File: config.mk
export PLATFORM = sky130hd
export DESIGN_NAME = jamma_input_scanner
export DESIGN_NICKNAME = d
export VERILOG_FILES = /design/src/rtl/jamma_input_scanner.sv
export SDC_FILE = /design/constraint.sdc
export NUM_CORES = 1
export LEC_CHECK = 0
export ABC_AREA = 1
export CORE_MARGIN = 2
export CORE_UTILIZATION = 33
export DETAILED_ROUTE_END_ITERATION = 8
export PLACE_DENSITY_LB_ADDON = 0.12
export SLEW_MARGIN = 20
export SYNTH_ARGS = -nofsm -noshare
export SYNTH_HDL_FRONTEND = slang
export SYNTH_HIERARCHICAL = 1
export SYNTH_SLANG_ARGS = --single-unit
File: constraint.sdc
create_clock -name I_CLK -period 1.05 [get_ports I_CLK]
set_input_delay 0.1575 -clock I_CLK [delete_from_list [all_inputs] [get_ports I_CLK]]
set_output_delay 0.1575 -clock I_CLK [all_outputs]
set_load 0.02 [all_outputs]
File: src/rtl/jamma_input_scanner.sv
// Time-multiplexed JAMMA control-input scanner: walks the player-select line, waits for the
// external mux to settle, then latches the synchronised JJOY bus into one register per player.
// Optional per-bit debounce is built when JAMMA_DEBOUNCE_EN is defined.

module jamma_slot #(
  parameter int JOY_W = 8
`ifdef JAMMA_DEBOUNCE_EN
  , parameter int DB_SCANS = 3
`endif
) (
  input  logic             clk,
  input  logic             rst,
  input  logic             sample,
  input  logic [JOY_W-1:0] data,
  output logic [JOY_W-1:0] joy
);
`ifdef JAMMA_DEBOUNCE_EN
  localparam logic [3:0] DB_LAST = 4'(DB_SCANS - 1);

  // A bit flips only after DB_SCANS consecutive samples that disagree with it.
  for (genvar b = 0; b < JOY_W; b++) begin : g_bit
    logic [3:0] cnt;
    logic       q;
    always_ff @(posedge clk or posedge rst) begin
      if (rst) begin
        cnt <= '0;
        q   <= 1'b1;
      end else if (sample) begin
        if (data[b] == q) begin
          cnt <= '0;
        end else if (cnt >= DB_LAST) begin
          q   <= data[b];
          cnt <= '0;
        end else begin
          cnt <= cnt + 4'd1;
        end
      end
    end
    assign joy[b] = q;
  end
`else
  always_ff @(posedge clk or posedge rst) begin
    if (rst)         joy <= '1;
    else if (sample) joy <= data;
  end
`endif
endmodule

module jamma_input_scanner #(
  parameter  int NUM_PLAYERS = 2,
  parameter  int JOY_W       = 8,
  parameter  int SETTLE_CYC  = 0,
  parameter  int DB_SCANS    = 3,
  localparam int SEL_W       = (NUM_PLAYERS > 2) ? 2 : 1
) (
  input  logic                         I_CLK,
  input  logic                         I_RESET,
  input  logic                         I_ENA,
  input  logic [JOY_W-1:0]             I_JJOY,
  input  logic [5:0]                   I_LOCAL_JOY,
  output logic [SEL_W-1:0]             O_JSELECT,
  output logic [NUM_PLAYERS*JOY_W-1:0] O_JOY,
  output logic                         O_SCAN_DONE
);
  if (NUM_PLAYERS < 1 || NUM_PLAYERS > 4 || SETTLE_CYC < 0 || SETTLE_CYC > 15 ||
      DB_SCANS < 1 || DB_SCANS > 15 || JOY_W < 6) begin : g_bad_cfg
    $error("jamma_input_scanner: parameter out of range");
  end

  typedef enum logic {ST_SETTLE, ST_SAMPLE} state_t;

  localparam logic [3:0]       SETTLE_LAST = (SETTLE_CYC == 0) ? 4'd0 : 4'(SETTLE_CYC - 1);
  localparam logic [SEL_W-1:0] SEL_LAST    = SEL_W'(NUM_PLAYERS - 1);

  state_t           state, state_nxt;
  logic [3:0]       cnt;
  logic [SEL_W-1:0] sel;
  logic             sample_now, last_slot, done_q;
  logic [JOY_W-1:0] jjoy_s1, jjoy_s2, local_mask, slot_data;

  // The bus is asynchronous to I_CLK; the settle count is expected to cover these two stages.
  always_ff @(posedge I_CLK or posedge I_RESET) begin
    if (I_RESET) begin
      jjoy_s1 <= '1;
      jjoy_s2 <= '1;
    end else if (I_ENA) begin
      jjoy_s1 <= I_JJOY;
      jjoy_s2 <= jjoy_s1;
    end
  end

  always_ff @(posedge I_CLK or posedge I_RESET) begin
    if (I_RESET)    state <= ST_SETTLE;
    else if (I_ENA) state <= state_nxt;
  end

  always_comb begin
    state_nxt = state;
    case (state)
      ST_SETTLE: if (SETTLE_CYC != 0 && cnt == SETTLE_LAST) state_nxt = ST_SAMPLE;
      ST_SAMPLE: state_nxt = ST_SETTLE;
      default:   state_nxt = ST_SETTLE;
    endcase
  end

  // With no settle time the SETTLE state doubles as the sample cycle, one slot per cycle.
  always_comb begin
    sample_now = (state == ST_SAMPLE) || (SETTLE_CYC == 0);
    last_slot  = (sel == SEL_LAST);
  end

  always_ff @(posedge I_CLK or posedge I_RESET) begin
    if (I_RESET) begin
      cnt <= '0;
    end else if (I_ENA) begin
      if (sample_now)               cnt <= '0;
      else if (cnt != SETTLE_LAST)  cnt <= cnt + 4'd1;
    end
  end

  always_ff @(posedge I_CLK or posedge I_RESET) begin
    if (I_RESET)                   sel <= '0;
    else if (I_ENA && sample_now)  sel <= last_slot ? '0 : sel + SEL_W'(1);
  end

  always_ff @(posedge I_CLK or posedge I_RESET) begin
    if (I_RESET) done_q <= 1'b0;
    else         done_q <= I_ENA & sample_now & last_slot;
  end

  always_comb begin
    local_mask      = '1;
    local_mask[5:0] = I_LOCAL_JOY;
    slot_data       = (sel == '0) ? (jjoy_s2 & local_mask) : jjoy_s2;
  end

  for (genvar p = 0; p < NUM_PLAYERS; p++) begin : g_slot
    jamma_slot #(
      .JOY_W(JOY_W)
`ifdef JAMMA_DEBOUNCE_EN
      , .DB_SCANS(DB_SCANS)
`endif
    ) u_slot (
      .clk    (I_CLK),
      .rst    (I_RESET),
      .sample (I_ENA && sample_now && (sel == SEL_W'(p))),
      .data   (slot_data),
      .joy    (O_JOY[p*JOY_W +: JOY_W])
    );
  end

  assign O_JSELECT   = sel;
  assign O_SCAN_DONE = done_q & I_ENA;
endmodule
==> results of run 1 <==
==> per-stage QoR <==
stage | hold slack (ps) | total power [W] | setup slack (ps) | std cells | cell area, um2
floorplan | 84.3 | 0.00228 | 4.05 | 169 | 1460
global placement | 449 | 0.00270 | -483 | 258 | 1880
detailed placement | 452 | 0.00272 | -497 | 258 | 1880
CTS | 278 | 0.00376 | -62.9 | 270 | 2030
global route | 278 | 0.00399 | -95.1 | 271 | 2090
finish | 276 | 0.00374 | -54.3 | 271 | 2090
==> path summary, 6_finish.rpt <==
kind | end | startpoint | slack [ps] | cells after the start
max in group asynchronous | g_slot[1].u_slot/joy[1] | I_RESET | 560 | 2
min reg2reg | jjoy_s2[7] | jjoy_s1[7] | 460 | 2
max reg2reg | g_slot[0].u_slot/joy[3] | O_JSELECT | -30 | 8
max | O_JOY[6] | g_slot[0].u_slot/joy[6] | -50 | 1
min in group I_CLK | jjoy_s1[0] | I_JJOY[0] | 370 | 3
min | O_JSELECT | I_RESET | 280 | 3
==> final cells by class <==
class / instances / area (um2) / share of cell area (%)
repair buffers: 48 / 520 / 24.9
multi-input cells: 113 / 457 / 21.9
well taps: 52 / 65.1 / 3.11
flip-flops and latches: 34 / 892 / 42.7
clock buffers: 8 / 80.1 / 3.83
inverters: 16 / 75.1 / 3.59
==> placed cells by master (no fill, tap or decap) <==
| cell type | instances |
|---|---|
| buf_12 | 2 |
| buf_4 | 8 |
| buf_6 | 21 |
| clkbuf_1 | 3 |
| clkbuf_16 | 1 |
| clkbuf_8 | 5 |
| clkdlybuf4s50_1 | 15 |
| dfrtp_1 | 1 |
| dfrtp_2 | 1 |
| dfstp_2 | 32 |
| dlygate4sd2_1 | 1 |
| inv_1 | 9 |
| inv_2 | 3 |
| inv_4 | 3 |
| inv_8 | 1 |
| nand2_1 | 93 |
| nand2_2 | 8 |
| nor2_1 | 9 |
| nor2_2 | 2 |
| nor2_4 | 1 |
==> repair_timing <==
action,4_1_cts,5_1_grt
setup endpoints to repair,34,34
pin swaps,0,3
buffers inserted,4,0
cloned,0,1
resized for setup,118,13
==> power by group through the flow <==
stage | Clock [W] | Sequential, W | Combinational [W]
3_5_place_dp | 0 | 0.00178 | 0.000939
3_3_place_gp | 0 | 0.00177 | 0.000927
2_1_floorplan | 0 | 0.00195 | 0.000330
4_1_cts | 0.000951 | 0.00180 | 0.00101
5_1_grt | 0.00103 | 0.00183 | 0.00113
6_report | 0.000901 | 0.00180 | 0.00104
==> state kept, by name, summed over array words and instances, names as in the netlist <==
name,count
O_JSELECT,1
done_q,1
g_slot.u_slot/joy,16
jjoy_s1,8
jjoy_s2,8
==> logic make-up (layout without fill, tap and decap cells) <==
family | Yosys count | after routing | synth area share, %
buf+inv | 22 | 72 | 9.00
flops | 34 | 34 | 61.6
simple gates | 113 | 113 | 29.4
==> per-layer routing <==
metal | up-vias | wire [um]
li1 | 590 | -
met2 | 34 | 1420
met4 | 0 | 45
met5 | - | 0
met3 | 4 | 186
met1 | 509 | 1380
==> results.yml, run 1 <==
run_status:
  status: "finished with violations"
  failed_checks: "setup timing"
floorplan:
  num_rows: 24
  chipWidth_um: 70.2
  fp.dieH_um: 70.2
  core-area_um2: 4290
  die_area_um2: 4920
  ios: 35
  initial_core_util_pct: 33.7
sta:
  fin_crit_sh_pct: 105
  finClkSkew_ps: 4.33
  layout_setup_ws_ps: -54.3
  grt_setup_unrepaired: "yes"
  tightest_slew_ps: 302
  slew-limit-headroom_pct: 79.9
  min_period_ps: 1100
  max_freq_ghz: 0.906
  setup_tns_ps: -805
  slew_violations: 0
  hold_viol_final: 0
  setup_viol: 24
clock_tree:
  htreeDepth: 2
  cts.clk_slew.worst_paths_ps: 70
  clock_sinks: 34
  cts-hold-fix-buffers: 0
  cts_buffer_depth: 2
  root_buffer: "clkbuf_8"
  clk-insertion-delay-late_ps: 280
  cts_buffers: 5
  cts_tree: "done"
final_layout:
  fill_cells: 438
  drive_above_1_share_pct: 40.2
  nets: 235
  areaGrowthSynthToFinish_pct: 44.6
  antenna_cells: 0
  utilization_pct: 48.7
yosys:
  syn-cell-area_um2: 1450
  ys_warn_count: 6
  syn-num-nets: 186
  yosysTopAreaCell: "dfstp_2"
  synth_edf_count: 0
  synth_top_area_share_pct: 58.2
  ys_seq_area_share_pct: 61.6
  synthTopCellsByArea: "dfstp_2, nand2_1, dfrtp_1, inv_1, buf_6"
  synthCells: 169
  synth_commonest_cells: "nand2_1, dfstp_2, inv_1"
  synth_cell_types: 9
  synth-main-ff-cell: "dfstp_2"
  synth-seq-cells: 34
  synthArstFlopShare_pct: 100
  yosysMostFrequentCell: "nand2_1"
  syn_area_per_cell_um2: 8.55
placement:
  routabilityCongestion: 0.724
  io_buffer_count: 34
  hpwl_um: 2210
worst_setup_path:
  cp_slowest_cell: "dfstp_2"
  cp-start-kind: "register"
  worstPathArrival_ps: 950
  crit_buf_inv: 1
  cp.required_ps: 890
  cp-end-kind: "output port"
  crit_type: "register to output port"
  path_delay_family: "flip-flops"
  cp_cell_sequence: "buf_6"
  slowest_delay_ps: 550
  path_max_fanout: 2
routing:
  antenna_left: 0
  vias: 1137
  wl_per_cell_um: 11.2
  routed_wl_um: 3030
  via_per_inst: 4.20
  detailedRoute.firstIterationViolations: 50
  drtPass1Iterations: 4
  route.detailed.drc: 0
global_routing:
  track_usage_pct: 13.8
  grt-busiest-layer: "met2"
  grt_max_degree: 19
  grt_pass1_vias: 1082
  grt_pass1_wl_um: 5050
  antenna_found_initial: 0
  overflow: 0
  grt_util_met1_pct: 16.9
  use_met3_pct: 5.77
  met2_usage_pct: 21.0
pwr:
  switching_share_pct: 29.1
  p_switching_w: 0.00109
  seqPwrFrac_pct: 48.1
  p_leak_nw: 1.04
  comb_power_share_pct: 27.8
  clkPwrFrac_pct: 24.1
  p_int_w: 0.00265
  peakVddDrop_mv: 0.771
  powerDensity_nw_per_um2: 1790
job:
  maxCapViolations: 0
min_path:
  hp-class: "input pin to async pin"
Note: power is estimated with default switching activity, not from simulation.
==> run 2, diff against run 1 <==
==> constraint.sdc (replaced) <==
create_clock -name I_CLK -period 1.05 [get_ports I_CLK]
set_input_delay 0.1575 -clock I_CLK [delete_from_list [all_inputs] [get_ports I_CLK]]
set_output_delay 0.1575 -clock I_CLK [all_outputs]
set_load 0.01 [all_outputs]
==> run 2 against run 1 <==
Net effect: the flow still finishes with violations (setup timing); combinational power down 7%; critical path depth stayed put; via count fell by 0.79%; design area grew 0.96%; sequential power hardly changed; register-to-register slack improved by 90 ps; critical endpoint is now O_JOY[5]; largest power group unchanged.
==> results.yml, run 2 (synthesis results as in run 1) <==
clock_tree:
  cts.clk_slew.worst_paths_ps: 60
  cts-hold-fix-buffers: 0
  root_buffer: "clkbuf_8"
  cts_buffers: 5
  cts_buffer_depth: 2
  htreeDepth: 2
  clk-insertion-delay-late_ps: 280
  clock_sinks: 34
  cts_tree: "done"
final_layout:
  antenna_cells: 0
  nets: 238
  top_register: "g_slot.u_slot/joy"
  largest_reg_flops: 16
  areaGrowthSynthToFinish_pct: 46.0
  drive_above_1_share_pct: 41.2
  utilization_pct: 49.1
  final_cell_mix: "nand2_1, dfstp_2, buf_6"
  reg_top3: "g_slot.u_slot/joy x16, jjoy_s1 x8, jjoy_s2 x8"
  final_common_cell: "nand2_1"
floorplan:
  fp.dieH_um: 70.2
  chipWidth_um: 70.2
  initial_core_util_pct: 33.7
  num_rows: 24
  die_area_um2: 4920
  ios: 35
  core-area_um2: 4290
worst_setup_path:
  cp_cell_sequence: "buf_6"
  cp-end-kind: "output port"
  crit_buf_inv: 1
  cp.required_ps: 890
  worstPathArrival_ps: 920
  slowest_delay_ps: 540
  cp_slowest_cell: "dfstp_2"
  crit_type: "register to output port"
  path_max_fanout: 2
  path_delay_family: "flip-flops"
  cp-start-kind: "register"
run_status:
  failed_checks: "setup timing"
  status: "finished with violations"
sta:
  grt_setup_unrepaired: "yes"
  hold_viol_final: 0
  tightest_slew_ps: 317
  finClkSkew_ps: 5.10
  fin_crit_sh_pct: 103
  slew_violations: 0
  min_period_ps: 1080
  slew-limit-headroom_pct: 78.8
  setup_viol: 16
  layout_setup_ws_ps: -28.2
  max_freq_ghz: 0.927
  timing.hold.ws_ps: 249
routing:
  routed_wl_um: 2930
  detailedRoute.firstIterationViolations: 33
  wl_per_cell_um: 10.7
  route.detailed.drc: 0
  drtPass1Iterations: 2
  vias: 1128
  via_per_inst: 4.13
  antenna_left: 0
placement:
  hpwl_um: 2190
  routabilityCongestion: 0.729
  pre_cts_ws_ps: -413
  io_buffer_count: 34
global_routing:
  track_usage_pct: 13.9
  antenna_found_initial: 0
  overflow: 0
  grt_max_degree: 19
  grt_pass1_wl_um: 5170
  grt_pass1_vias: 1159
min_path:
  hp-class: "input pin to async pin"
pwr:
  powerDensity_nw_per_um2: 1750
  switching_share_pct: 26.6
  comb_power_share_pct: 26.1
  p_switching_w: 0.000985
  peakVddDrop_mv: 0.695
  p_int_w: 0.00271
  p_leak_nw: 1.06
  clkPwrFrac_pct: 25.6
  seqPwrFrac_pct: 48.3
job:
  maxCapViolations: 0
==> run 2: changes by cell type in the layout (fill, tap and decap cells not counted), moves of 2 or more <==
cell,before,now
clkbuf_1,3,1
buf_6,21,25
inv_6,0,2
inv_2,3,1
nand2_4,0,2
==> run 2: routing by layer <==
| layer | part of all wire [%] | vias to the layer above | GRT usage, % |
|---|---|---|---|
| li1 | - | 594 | - |
| met1 | 46 | 501 | 16.8 |
| met2 | 47 | 25 | 22.0 |
| met3 | 5.1 | 8 | 3.90 |
| met4 | 2.5 | 0 | 8.33 |
| met5 | 0 | - | 0 |
==> run 2: final timing paths <==
kind                                    startpoint                      end  cells past startpoint  slack [ps]
min in group I_CLK                       I_JJOY[0]               jjoy_s1[0]                      3         370
min reg2reg                             jjoy_s2[2]               jjoy_s2[2]                      2         460
max                        g_slot[0].u_slot/joy[5]                 O_JOY[5]                      1         -30
max reg2reg                              O_JSELECT  g_slot[0].u_slot/joy[3]                      7          60
max in group asynchronous                  I_RESET  g_slot[0].u_slot/joy[0]                      2         570
min                                        I_RESET                O_JSELECT                      3         250
==> run 2: power groups by stage <==
stage | combinational (W) | sequential [W] | clock (W)
floorplan | 0.000320 | 0.00183 | 0
global placement | 0.000808 | 0.00177 | 0
detailed placement | 0.000817 | 0.00178 | 0
CTS | 0.000886 | 0.00179 | 0.000995
global route | 0.00106 | 0.00182 | 0.00106
finish | 0.000964 | 0.00179 | 0.000948
==> run 2: layout make-up <==
cell class | count | area, um2
Multi-Input combinational cell | 113 | 464
Clock buffer | 7 | 86.3
Fill cell | 428 | 2180
Inverter | 16 | 77.6
Timing Repair Buffer | 51 | 526
Sequential cell | 34 | 891
Tap cell | 52 | 65.1
==> run 2: stage by stage <==
step                total power [W]  TNS (ps)  instance area, um2  std cells
floorplan                   0.00215         0                1450        169
global placement            0.00258     -9590                1880        260
detailed placement          0.00260    -10130                1880        260
CTS                         0.00367      -610                2010        271
global route                0.00394      -895                2110        273
finish                      0.00370      -348                2110        273
==> run 2: repair_timing <==
item,in CTS,in global routing
buffers inserted,4,2
endpoints found under the setup margin,32,33
pin swaps,0,7
resized for setup,94,28
==> run 2: worst min-delay path, cell delays in order <==
cell             delay [ps]
clkdlybuf4s50_1         440
inv_1                   110
buf_12                  160
==> run 3, diff against run 2 <==
CORE_UTILIZATION = 43   (was 33)
==> run 3 against run 2 <==
Net effect: the flow still finishes with violations (setup timing); via count down 0.27%; sequential power hardly changed; sequential cell count unchanged; combinational power is 5.6% lower; global-route usage grew 2.2 points; design area is 4.1% lower; critical path depth stayed put; cell count is 2.9% lower; non-clock buffer count down 3.
==> results.yml, run 3 (synthesis results as in run 1) <==
worst_setup_path:
  crit_start: "g_slot[1].u_slot/joy[3]"
  cp-end-kind: "output port"
  cp_slowest_cell: "dfstp_2"
  crit_buf_inv: 1
  crit_type: "register to output port"
  r2r_start: "O_JSELECT"
  cp_cell_sequence: "buf_6"
  path_max_fanout: 2
  cp-start-kind: "register"
  worstPathArrival_ps: 990
  slowest_delay_ps: 560
  path_delay_family: "flip-flops"
  cp.required_ps: 890
  r2r_cells: 6
  cp.depth: 1
sta:
  slew_violations: 0
  tightest_slew_ps: 282
  slew-limit-headroom_pct: 81.2
  min_period_ps: 1150
  fin_crit_sh_pct: 109
  finClkSkew_ps: 1.19
  setup_tns_ps: -1440
  max_freq_ghz: 0.870
  layout_setup_ws_ps: -99.5
  hold_viol_final: 0
  setup_viol: 17
  grt_setup_unrepaired: "yes"
final_layout:
  nets: 235
  reg_top3: "g_slot.u_slot/joy x16, jjoy_s1 x8, jjoy_s2 x8"
  drive_above_1_share_pct: 40.2
  antenna_cells: 0
  areaGrowthSynthToFinish_pct: 40.0
  largest_reg_flops: 16
  final_cell_mix: "nand2_1, dfstp_2, buf_6"
  final_common_cell: "nand2_1"
  fill_cells: 313
  top_register: "g_slot.u_slot/joy"
floorplan:
  fp.dieH_um: 62.0
  initial_core_util_pct: 44.0
  chipWidth_um: 62.0
  ios: 35
  core-area_um2: 3280
  num_rows: 21
  die_area_um2: 3840
placement:
  pre_cts_ws_ps: -439
  routabilityCongestion: 0.759
  hpwl_um: 2070
  io_buffer_count: 34
routing:
  antenna_left: 0
  via_per_inst: 4.25
  detailedRoute.firstIterationViolations: 50
  routed_wl_um: 2750
  drtPass1Iterations: 4
  route.detailed.drc: 0
  wl_per_cell_um: 10.4
  vias: 1125
global_routing:
  track_usage_pct: 16.2
  grt_pass1_wl_um: 4360
  grt_pass1_vias: 1013
  antenna_found_initial: 0
  overflow: 0
  grt_max_degree: 19
pwr:
  peakVddDrop_mv: 0.704
  p_leak_nw: 1.02
  powerDensity_nw_per_um2: 1690
clock_tree:
  cts_tree: "done"
  cts_buffer_depth: 2
  clock_sinks: 34
  htreeDepth: 2
  cts.clk_slew.worst_paths_ps: 90
  root_buffer: "clkbuf_4"
  cts_buffers: 5
  cts-hold-fix-buffers: 0
  clk-insertion-delay-late_ps: 330
run_status:
  failed_checks: "setup timing"
  status: "finished with violations"
min_path:
  hp-class: "input pin to async pin"
job:
  maxCapViolations: 0
-- run 3: cell types whose count changed in the layout (fill, tap and decap cells not counted), sizes merged --
cell,previous run,this run
dlygate4sd2,1,0
clkinv,0,1
clkdlybuf4s50,15,16
buf,35,32
-- run 3: cell type report --
cell class	count	area [um2]	share of cell area, %
Tap cell	46	57.6	2.84
Inverter	16	67.6	3.34
Clock buffer	7	55.1	2.72
Clock inverter	1	5.00	0.247
Multi-Input combinational cell	113	454	22.4
Timing Repair Buffer	48	493	24.4
Sequential cell	34	891	44.0
-- run 3: where the power goes --
part	internal, W	switching (W)	total, W	leakage [nW]
Clock	0.000324	0.000409	0.000733	0.0353
Combinational	0.000505	0.000405	0.000910	0.630
Sequential	0.00165	0.000133	0.00178	0.359
-- run 3: per-stage QoR --
| step | instance area [um2] | cells | hold WS, ps | utilization (%) | power [W] |
|---|---|---|---|---|---|
| final | 2020 | 265 | 207 | 61.6 | 0.00343 |
| after global placement | 1860 | 253 | 448 | 56.6 | 0.00256 |
| after CTS | 1950 | 263 | 195 | 59.4 | 0.00341 |
| after floorplan | 1450 | 169 | 84.4 | - | 0.00215 |
| after detailed placement | 1860 | 253 | 452 | 56.6 | 0.00259 |
| after global routing | 2020 | 265 | 211 | 61.6 | 0.00366 |
-- run 3: path summary, 6_finish.rpt --
check | slack (ps) | to
max in group asynchronous | 640 | jjoy_s1[6]
setup / recovery | -100 | O_JOY[11]
hold / removal | 210 | O_JSELECT
hold reg to reg | 470 | jjoy_s2[1]
setup reg to reg | 50 | g_slot[0].u_slot/joy[0]
min in group I_CLK | 310 | jjoy_s1[0]
-- run 3: metal layers --
layer | GRT usage (%) | wire, um | up-vias
met5 | 0 | 0 | -
met4 | 6.38 | 42 | 0
met3 | 6.83 | 157 | 5
met2 | 26.2 | 1380 | 27
met1 | 18.9 | 1170 | 507
li1 | - | - | 586
-- run 3: what timing repair did --
item / 4_1_cts / 5_1_grt
setup endpoints to repair: 30 / 33
endpoints found under the hold margin: 0 / 0
setup buffers: 2 / 2
gates resized for setup: 91 / 21
pin swaps: 0 / 3
